--- config.mk ---
export PLATFORM = sky130hd
export DESIGN_NAME = midi_writer
export DESIGN_NICKNAME = d
export VERILOG_FILES = /design/src/rtl/midi_writer.sv
export SDC_FILE = /design/constraint.sdc
export NUM_CORES = 1
export LEC_CHECK = 0
export BUFFER_PORTS_ARGS = -buffer_cell sky130_fd_sc_hd__buf_2
export CORE_MARGIN = 2
export CORE_UTILIZATION = 53
export DETAILED_ROUTE_END_ITERATION = 12
export PLACE_DENSITY_LB_ADDON = 0.2
export SLEW_MARGIN = 20
export SYNTH_ARGS = -nofsm -noshare
export SYNTH_HDL_FRONTEND = slang
export SYNTH_SLANG_ARGS = --single-unit
export TNS_END_PERCENT = 20
--- constraint.sdc ---
create_clock -name clk_in -period 2.16 [get_ports clk_in]
set_clock_uncertainty 0.2 [all_clocks]
set_input_delay 0.432 -clock clk_in [delete_from_list [all_inputs] [get_ports clk_in]]
set_output_delay 0.432 -clock clk_in [all_outputs]
set_load 0.02 [all_outputs]
--- src/rtl/midi_writer.sv ---
// MIDI transmitter: one message per valid/ready handshake, sent as 8N1 UART frames (LSB first),
// with optional running-status suppression of a repeated channel status byte.
module midi_writer #(
  parameter int CLK_FREQ       = 100_000_000,
  parameter int BAUD           = 31_250,
  parameter int RUNNING_STATUS = 1
) (
  input  logic       clk_in,
  input  logic       rst_in,
  input  logic [3:0] status_in,
  input  logic [3:0] channel_in,
  input  logic [7:0] data_byte1_in,
  input  logic [7:0] data_byte2_in,
  input  logic       valid_in,
  output logic       ready_out,
  output logic       tx_wire_out,
  output logic       busy_out,
  output logic       msg_done_out
);

  localparam int CPB = CLK_FREQ / BAUD;
  localparam int CW  = (CPB > 1) ? $clog2(CPB) : 1;
  localparam logic [CW-1:0] CNT_LAST = CW'(CPB - 1);
  localparam logic [CW-1:0] CNT_PRE  = CW'(CPB - 2);

  typedef enum logic [1:0] {IDLE, START, DATA, STOP} state_t;

  state_t          state_r;
  logic [CW-1:0]   cnt_r;
  logic [2:0]      bit_idx_r;
  logic [1:0]      byte_idx_r;
  logic [1:0]      last_idx_r;
  logic [7:0]      shift_r;
  logic [7:0]      b1_r;
  logic [7:0]      b2_r;
  logic            tx_r;
  logic            ready_r;
  logic            busy_r;
  logic            done_r;
  logic            rs_valid_r;
  logic [7:0]      rs_r;

  logic [7:0] status_byte_s;
  logic [7:0] d1_s;
  logic [7:0] d2_s;
  logic       msg_ok_s;
  logic       is_sys_s;
  logic       rs_hit_s;
  logic [1:0] ndata_s;
  logic [7:0] first_s;
  logic [7:0] next1_s;
  logic [7:0] next2_s;
  logic [1:0] last_s;

  assign ready_out    = ready_r;
  assign tx_wire_out  = tx_r;
  assign busy_out     = busy_r;
  assign msg_done_out = done_r;

  // Byte list for the incoming message, with the status byte dropped on a running-status hit
  always_comb begin
    status_byte_s = {status_in, channel_in};
    d1_s          = data_byte1_in & 8'h7F;
    d2_s          = data_byte2_in & 8'h7F;
    msg_ok_s      = status_in[3];
    is_sys_s      = (status_in == 4'hF);
    rs_hit_s      = (RUNNING_STATUS != 0) && rs_valid_r && !is_sys_s && (status_byte_s == rs_r);
    case (status_in)
      4'hC, 4'hD: ndata_s = 2'd1;
      4'hF:       ndata_s = 2'd0;
      default:    ndata_s = 2'd2;
    endcase
    if (rs_hit_s) begin
      first_s = d1_s;
      next1_s = d2_s;
      next2_s = d2_s;
      last_s  = ndata_s - 2'd1;
    end else begin
      first_s = status_byte_s;
      next1_s = d1_s;
      next2_s = d2_s;
      last_s  = ndata_s;
    end
  end

  // Transmit FSM: start/data/stop bits per byte, bytes back to back
  always_ff @(posedge clk_in) begin
    if (rst_in) begin
      state_r    <= IDLE;
      cnt_r      <= '0;
      bit_idx_r  <= 3'd0;
      byte_idx_r <= 2'd0;
      last_idx_r <= 2'd0;
      shift_r    <= 8'h00;
      b1_r       <= 8'h00;
      b2_r       <= 8'h00;
      tx_r       <= 1'b1;
      ready_r    <= 1'b1;
      busy_r     <= 1'b0;
      done_r     <= 1'b0;
      rs_valid_r <= 1'b0;
      rs_r       <= 8'h00;
    end else begin
      done_r <= 1'b0;
      case (state_r)
        IDLE: begin
          if (valid_in && msg_ok_s) begin
            state_r    <= START;
            cnt_r      <= '0;
            byte_idx_r <= 2'd0;
            last_idx_r <= last_s;
            shift_r    <= first_s;
            b1_r       <= next1_s;
            b2_r       <= next2_s;
            tx_r       <= 1'b0;
            ready_r    <= 1'b0;
            busy_r     <= 1'b1;
            if (!is_sys_s) begin
              rs_r       <= status_byte_s;
              rs_valid_r <= 1'b1;
            end else if (!channel_in[3]) begin
              // System common/exclusive cancels running status; real-time does not
              rs_valid_r <= 1'b0;
            end
          end
        end
        START: begin
          if (cnt_r == CNT_LAST) begin
            cnt_r     <= '0;
            state_r   <= DATA;
            bit_idx_r <= 3'd0;
            tx_r      <= shift_r[0];
          end else begin
            cnt_r <= cnt_r + CW'(1);
          end
        end
        DATA: begin
          if (cnt_r == CNT_LAST) begin
            cnt_r <= '0;
            if (bit_idx_r == 3'd7) begin
              state_r <= STOP;
              tx_r    <= 1'b1;
            end else begin
              bit_idx_r <= bit_idx_r + 3'd1;
              tx_r      <= shift_r[1];
              shift_r   <= {1'b0, shift_r[7:1]};
            end
          end else begin
            cnt_r <= cnt_r + CW'(1);
          end
        end
        STOP: begin
          if (cnt_r == CNT_LAST) begin
            cnt_r <= '0;
            if (byte_idx_r == last_idx_r) begin
              state_r <= IDLE;
              ready_r <= 1'b1;
              busy_r  <= 1'b0;
            end else begin
              byte_idx_r <= byte_idx_r + 2'd1;
              case (byte_idx_r)
                2'd0:    shift_r <= b1_r;
                default: shift_r <= b2_r;
              endcase
              tx_r    <= 1'b0;
              state_r <= START;
            end
          end else begin
            cnt_r <= cnt_r + CW'(1);
            // Raised one cycle early so the pulse covers the final stop-bit cycle
            if ((cnt_r == CNT_PRE) && (byte_idx_r == last_idx_r)) begin
              done_r <= 1'b1;
            end
          end
        end
        default: begin
          state_r <= IDLE;
          tx_r    <= 1'b1;
          ready_r <= 1'b1;
          busy_r  <= 1'b0;
        end
      endcase
    end
  end

endmodule
=== Word level (Yosys, flattened, before mapping) ===
Index checks and enable logic that the tools add are counted.

* Bits in registers: 57
* Output and inout bits: 4
* Bits of input ports: 27
* Logic and storage cells: 108

* Muxes and demuxes: 46
* Add/sub/neg operators: 4
* Bitwise operators: 2
* Reduce and logical (&&, ||, !) cells: 22
* Eq/ne operators: 20

{| class="wikitable"
|+ Operator list
! kind !! count
|-
| $mux W8 || 7
|-
| $eq A12 B12 Y1 const B || 2
|-
| $mux W12 || 2
|-
| $pmux W12 S2 || 1
|-
| $pmux W8 S3 || 1
|-
| $mux W2 || 9
|-
| $ne A2 B2 Y1 const B || 9
|-
| $mux W1 || 15
|-
| $add A12 B1 Y12 const B || 1
|-
| $eq A4 B4 Y1 const B || 3
|-
| $reduce_and A4 Y1 || 3
|-
| $reduce_and A5 Y1 || 2
|-
| $mux W3 || 3
|-
| $eq A8 B8 Y1 || 1
|-
| $pmux W2 S2 || 2
|-
| $pmux W2 S4 || 1
|-
| $mux W7 || 1
|-
| $pmux W3 S2 || 1
|-
| $reduce_and A3 Y1 || 2
|-
| $reduce_and A6 Y1 || 1
|-
| $reduce_or A3 Y1 || 2
|-
| $eq A2 B2 Y1 const B || 2
|-
| $logic_and A1 B1 Y1 || 4
|-
| $logic_not A2 Y1 || 2
|-
| 14 further kinds || 17
|}

=== Longest topological paths before layout ===
Gate-level depths: netlist (run 1).

* Depth after elaboration: 7
* Mapped depth: 9
* Gate-level depth less buffers: 7

=== Least setup slack after synthesis (run 1) ===
No wires, ideal clock.

* Path kind: input to register
* Start: input status_in[3]
* End: register shift_r[5]
* Data required time: 1.872 ns
* Path buffers: 1
* Arrival: 1.954 ns
* Slack: -0.082 ns
* Library setup time: 0.088 ns
* Stages: 5
* Path through: clkbuf_1 or2_2 a211oi_2 mux2_2 a311oi_2

* Cells in the longest elaborated chain, start to end: 7
* Elaborated cells on any way between the ends: 11
* Classes of those cells: eq/ne (3); mux (3); reduce/logical (5)

{| class="wikitable"
|+ RTL lines
! element !! line !! source
|-
| start, declared || 10 || <nowiki>input logic [3:0] status_in,</nowiki>
|-
| $eq A4 B4 Y1 || 66 || <nowiki>is_sys_s = (status_in == 4'hF);</nowiki>
|-
| $logic_not A1 Y1 || -- ||
|-
| $logic_and A1 B1 Y1 (2 in a row) || 67 || <nowiki>rs_hit_s = (RUNNING_STATUS != 0) && rs_valid_r && !is_sys_s && (status_byte_s == rs_r);</nowiki>
|-
| $mux W8 || 73 || <nowiki>if (rs_hit_s) begin</nowiki>
|-
| $mux W8 || 107 || <nowiki>if (valid_in && msg_ok_s) begin</nowiki>
|-
| $pmux W8 S3 || 105 || <nowiki>case (state_r)</nowiki>
|-
| end signal, assigned || 112 || <nowiki>shift_r <= first_s;</nowiki>
|-
| end signal, assigned || 146 || <nowiki>shift_r <= {1'b0, shift_r[7:1]};</nowiki>
|-
| end signal, assigned || 162 || <nowiki>2'd0: shift_r <= b1_r;</nowiki>
|-
| end, declared || 33 || <nowiki>logic [7:0] shift_r;</nowiki>
|}

Parallel ways exist; a longest one is shown, timed or not. The select of a mux whose other input is x is not followed.
A chain may end at the register's enable or synchronous reset.

=== Worst setup path in the final report (run 1) ===
* Start: register cnt_r[9]
* End: register shift_r[1]

* Cells in the longest elaborated chain, start to end: 3
* Elaborated cells on any way between the ends: 4
* Classes of those cells: eq/ne (3); reduce/logical (1)

{| class="wikitable"
|+ RTL lines
! element !! line !! source
|-
| start, declared || 29 || <nowiki>logic [CW-1:0] cnt_r;</nowiki>
|-
| start signal, assigned || 134 || <nowiki>cnt_r <= cnt_r + CW'(1);</nowiki>
|-
| start signal, assigned || 149 || <nowiki>cnt_r <= cnt_r + CW'(1);</nowiki>
|-
| start signal, assigned || 169 || <nowiki>cnt_r <= cnt_r + CW'(1);</nowiki>
|-
| $eq A12 B12 Y1 (*) || 138, 153 ||
|-
| $ne A2 B2 Y1 (no source line) || -- ||
|-
| $reduce_and A6 Y1 (no source line) (*) || -- ||
|-
| end signal, assigned || 146 ||
|-
| end signal, assigned || 162 ||
|-
| end signal, assigned || 163 || <nowiki>default: shift_r <= b2_r;</nowiki>
|}

Mark *: on every way between the ends. The rest lies on a longest branch, timed or not.

==> results.cfg, run 1 <==
[worst_hold_path]
min_from = data_byte2_in[2]
hold_class = in2reg
min_to = b2_r[2]
hold_path_depth = 3

[global_route]
grt-ovfl-total = 0
use_met3_pct = 3.52
grt_pass1_vias = 2515
antenna_found_initial = 0
grt_max_degree = 56
grtUsageTotal_pct = 23.3
grt_pass1_wl_um = 11500
grtUsageMet2_pct = 40.6
met1_usage_pct = 29.2
grt_busiest_layer = met2

[yosys]
synth_seq_cells = 56
async_reset_ff_share_pct = 0
synthCells = 361
syn_area_sq_um = 2980
yosysMostFrequentCell = dfxtp_1
ys_types = 50
synth_top_area_share_pct = 37.7
synth-edff-count = 0
avgSynthCellArea_sq_um = 8.25
synth_common_cells = dfxtp_1 (56), nand2_1 (54), nor2_1 (43)
seq_area_frac_synth_pct = 37.7
synth_top_area_cell = dfxtp_1
synth_area_leaders = dfxtp_1 (38%), nand2_1 (6.8%), mux2_2 (5.7%)
yosys_most_used_dff = dfxtp_1
yosys_warnings = 0
synth_nets = 398

[clock_network]
cts.sinks = 56
cts_buffers = 5
clockRootBuffer = clkbuf_8
clk_latency_ps = 320
clockBufferDepth = 2
clkTransAtPathRegs_ps = 110
cts_tree = done
htreeDepth = 2
cts_hold_buf = 0

[floorplan]
io_pins = 31
core_area_sq_um = 5470
start_util_pct = 54.4
die_w_um = 78.9
std_cell_rows = 27
dieArea_sq_um = 6230
die_h_um = 78.9

[final_layout]
fillers = 471
drive_above_1_share_pct = 24.8
final_cells = 479
insertedDiodeCount = 0
final_nets = 443
areaGrowthSynthToFinish_pct = 18.9

[timing]
finalSetupViolCount = 0
fmax_ghz = 0.464
slew_headroom_pct = 59.4
worst_slew_pin_slew_ps = 609
setup_slack_ps = 5.52
hold_violations = 0
fin_crit_ps = 2150
report.final.slew_viol_count = 0
period_share_pct = 99.7
rsz0062_at_grt = true

[worst_setup_path]
crit_required_ps = 2190
arrival_ps = 2180
path_max_fanout = 8
timing.rr.end = shift_r[1]
startpoint_type = flip-flop
r2r_start = cnt_r[9]
end_kind = flip-flop
reg2reg_depth = 6
worstSetupPathType = reg2reg
r2r_slack_ps = 6

[routing]
ant_nets = 0
drt_wl_total_um = 7140
drt-initial-drc-count = 147
viasPerCell = 5.70
drc = 0
num_vias = 2732
wl_per_cell_um = 14.9
firstDrtPassIters = 4

[place]
gp_congestion = 0.783
place_ws_ps = -85.2
dp_cells = 467
port_buffers = 28
dp_hpwl_um = 4770

[outcome]
outcome = finished clean

[power_and_ir_drop]
p_switching_mw = 1.20
p_int_mw = 2.09
switching_share_pct = 36.6
power.density_nw_per_um2 = 930
power_frac_seq_pct = 39.5
pwr-share-comb_pct = 38.5
vdd_drop_max_mv = 0.627
clkPwrFrac_pct = 22.1
cellLeakagePower_nw = 1.37

[job]
drv_cap = 0
[worst max-delay path, cell delays in order, from the launching register on]
cell,delay (ps)
dfxtp_2,350
or4b_4,580
nor3_4,200
buf_6,150
o2111a_4,300
nor2_1,60
a311oi_1,220
[layout by cell type (no fill, tap or decap), drive strengths merged, types with 9 or more instances in the layout]
cell type	synthesis	final
a21oi	30	30
buf	7	61
nor2	45	45
ha	10	10
nand2	54	54
a211oi	10	10
nand3	9	9
xnor2	11	11
dfxtp	56	56
mux2	15	15
a311oi	10	10
o21ai	10	10
[metrics by stage]
stage / utilization [%] / area [sq um] / hold WS (ps) / power, mW / setup TNS (ps)
floorplan: - / 2990 / 234 / 2.19 / 0
global placement: 61.4 / 3360 / 240 / 2.46 / -152
detailed placement: 61.4 / 3360 / 247 / 2.50 / -504
CTS: 63.7 / 3490 / 143 / 3.22 / 0
global route: 64.7 / 3540 / 141 / 3.49 / -366
finish: 64.7 / 3540 / 143 / 3.29 / 0
[routing by layer]
metal | vias to the layer above | share of wire, %
met5 | - | 0
met4 | 0 | 1.6
met3 | 9 | 3.7
met2 | 57 | 49
met1 | 1292 | 46
li1 | 1374 | -
[layout make-up]
cell class	count	area [sq um]	share of cell area [%]
inverters	8	30.0	0.849
clock inverters	3	47.5	1.34
flip-flops and latches	56	1120	31.7
clock buffers	5	68.8	1.94
multi-input cells	274	1760	49.8
repair buffers	61	417	11.8
well taps	72	90.1	2.55
[state kept, by name, summed over array words and instances (netlist names), 2 cells and up]
register,count
state_r,2
shift_r,8
last_idx_r,2
bit_idx_r,3
b1_r,7
rs_r,8
cnt_r,12
byte_idx_r,2
b2_r,7
[cell families after synthesis]
logic type	after synthesis	synth area share, %
AND/OR/NAND/NOR	147	23.0
AO/OA/AOI/OAI	82	19.0
flip-flops	56	37.7
buffers and inverters	32	4.62
multiplexers	23	8.36
XOR/XNOR	11	3.24
adder cells (fa/ha/maj)	10	4.20
[power groups by stage]
stage | logic (mW) | clock network, mW | registers (mW)
floorplan | 0.864 | 0 | 1.32
global placement | 1.15 | 0 | 1.31
detailed placement | 1.18 | 0 | 1.32
CTS | 1.19 | 0.734 | 1.30
global route | 1.40 | 0.777 | 1.32
finish | 1.27 | 0.726 | 1.30
[what timing repair did]
item                                   CTS  global route
gates resized for setup                  2             6
pin swaps                                1            14
gates cloned                             0             1
endpoints found under the hold margin    0             0
setup endpoints to repair               10            19
setup buffers                            0             4
[worst max path at each step]
stage	start	end	cells after the start
4_1_cts	cnt_r[0]	shift_r[1]	6
3_3_place_gp	channel_in[1]	shift_r[2]	7
6_report	cnt_r[9]	shift_r[1]	6
5_1_grt	cnt_r[9]	state_r[0]	6
2_1_floorplan	cnt_r[7]	shift_r[5]	7
3_5_place_dp	status_in[2]	shift_r[3]	7
Note: power is estimated with default switching activity, not from simulation.
==> run 2: changes to the inputs <==
--- a/config.mk
+++ b/config.mk
@@ -7,7 +7,7 @@
 export LEC_CHECK = 0
 export BUFFER_PORTS_ARGS = -buffer_cell sky130_fd_sc_hd__buf_2
 export CORE_MARGIN = 2
-export CORE_UTILIZATION = 53
+export CORE_UTILIZATION = 50
 export DETAILED_ROUTE_END_ITERATION = 12
 export PLACE_DENSITY_LB_ADDON = 0.2
 export SLEW_MARGIN = 20
==> run 2 against run 1 <==
  * First-iteration DRC count shrank 26%
  * Clock-buffer cell count grew 1
  * Fmax grew 0.67%
  * Critical path type unchanged
  * Flip-flop and latch count is the same
  * Global-route usage shrank 1.0 points
  * Register-to-register slack is essentially flat
  * Non-clock buffer count grew 7
  * Routed wire length shrank 0.84%
  * Critical path depth shrank 1
  * Total power shrank 1.2%
  * Via count shrank 0.59%
==> results.cfg, run 2 (synthesized netlist as in run 1, its figures left out) <==
[outcome]
outcome = finished clean

[final_layout]
multi_input_area_sq_um = 1780
largest_reg_flops = 12
final_common_cell = dfxtp_1
top_register = cnt_r
areaGrowthSynthToFinish_pct = 20.5
insertedDiodeCount = 0
fillers = 524
largestRegisters = cnt_r (12), rs_r (8), shift_r (8)
seqCellArea_sq_um = 1120
final_cell_mix = dfxtp_1 (56), nand2_1 (54), nor2_1 (42), buf_4 (37), a21oi_1 (30)
drive_above_1_share_pct = 26.4
final_nets = 449
fin_area_sq_um = 3590
utilization_pct = 61.3

[timing]
slew_headroom_pct = 60.9
period_share_pct = 99.1
rsz0062_at_grt = true
fmax_ghz = 0.467
hold_violations = 0
worst_slew_pin_slew_ps = 587
fin_crit_ps = 2140
report.final.slew_viol_count = 0
finalSetupViolCount = 0

[global_route]
grtUsageTotal_pct = 22.3
grt-ovfl-total = 0
grt_max_degree = 56
antenna_found_initial = 0
grt_pass1_wl_um = 11400
grt_pass1_vias = 2474

[floorplan]
dieArea_sq_um = 6590
core_area_sq_um = 5850
std_cell_rows = 28
die_w_um = 81.2
io_pins = 31
start_util_pct = 50.9
die_h_um = 81.2

[worst_setup_path]
slowest_stage = or4b_4
cp-startpoint = cnt_r[8]
end_kind = flip-flop
cpPeakStageDelay_ps = 590
startpoint_type = flip-flop
r2r_start = cnt_r[8]
path_cells = or4b_4, o41ai_2, o211a_1, o21ai_0, a221oi_1
worstSetupPathType = reg2reg
arrival_ps = 2160
crit_required_ps = 2180
path_max_fanout = 5

[job]
drv_cap = 0

[power_and_ir_drop]
power.density_nw_per_um2 = 906
vdd_drop_max_mv = 0.534
cellLeakagePower_nw = 1.38

[routing]
drt-initial-drc-count = 109
wl_per_cell_um = 14.5
firstDrtPassIters = 4
viasPerCell = 5.57
num_vias = 2716
ant_nets = 0
drc = 0
drt_wl_total_um = 7080

[clock_network]
cts.sinks = 56
htreeDepth = 2
cts_buffers = 5
cts_tree = done
clk_latency_ps = 320
clockBufferDepth = 2
clockRootBuffer = clkbuf_8
clkTransAtPathRegs_ps = 110

[worst_hold_path]
min_from = data_byte2_in[1]
hold_class = in2reg

[place]
dp_hpwl_um = 4840
port_buffers = 28
post_dp_cell_area_sq_um = 3380
gp_congestion = 0.794
[run 2: layer usage]
metal | global-route usage, % | vias up | share of wire [%]
li1 | - | 1382 | -
met1 | 28.7 | 1284 | 47
met2 | 38.1 | 40 | 48
met3 | 4.00 | 10 | 3.1
met4 | 6.27 | 0 | 1.5
met5 | 0 | - | 0
[run 2: path summary, 6_finish.rpt]
kind,cells past startpoint,slack [ps],endpoint
worst max-delay path,5,20,state_r[0]
worst min-delay path,3,150,b2_r[1]
worst max register to register,5,20,state_r[0]
worst min register to register,2,260,b2_r[3]
[run 2: timing repair]
action,CTS,global route
setup endpoints to repair,8,15
resized for setup,4,9
pin swaps,2,6
hold buffers,0,0
setup buffers,4,4
[run 2: layout make-up]
cell class,count,area share [%]
flip-flops and latches,56,31.3
inverters,8,0.837
clock inverters,2,0.453
multi-input cells,273,49.7
clock buffers,6,2.02
well taps,75,2.62
repair buffers,68,13.1
[run 2: worst max-delay path: cells and delay by family (launching register included)]
kind | cells | cell delay (ps)
flops | 1 | 320
compound gates | 4 | 940
simple gates | 1 | 590
[run 2: power by group]
part | internal (mW) | total (mW) | leakage [nW] | switching (mW)
registers | 1.20 | 1.31 | 0.457 | 0.111
logic | 0.613 | 1.34 | 0.878 | 0.732
clock network | 0.232 | 0.597 | 0.0414 | 0.365
[run 2: stage by stage]
step	cells	setup slack (ps)	hold WS, ps	TNS, ps	power [mW]
finish	488	19.9	147	0	3.25
global placement	472	-26.0	242	-47.9	2.45
detailed placement	472	-92.1	250	-280	2.49
floorplan	361	10.5	234	0	2.19
global route	488	-81.7	136	-96.6	3.48
CTS	484	-4.27	144	-4.27	3.15
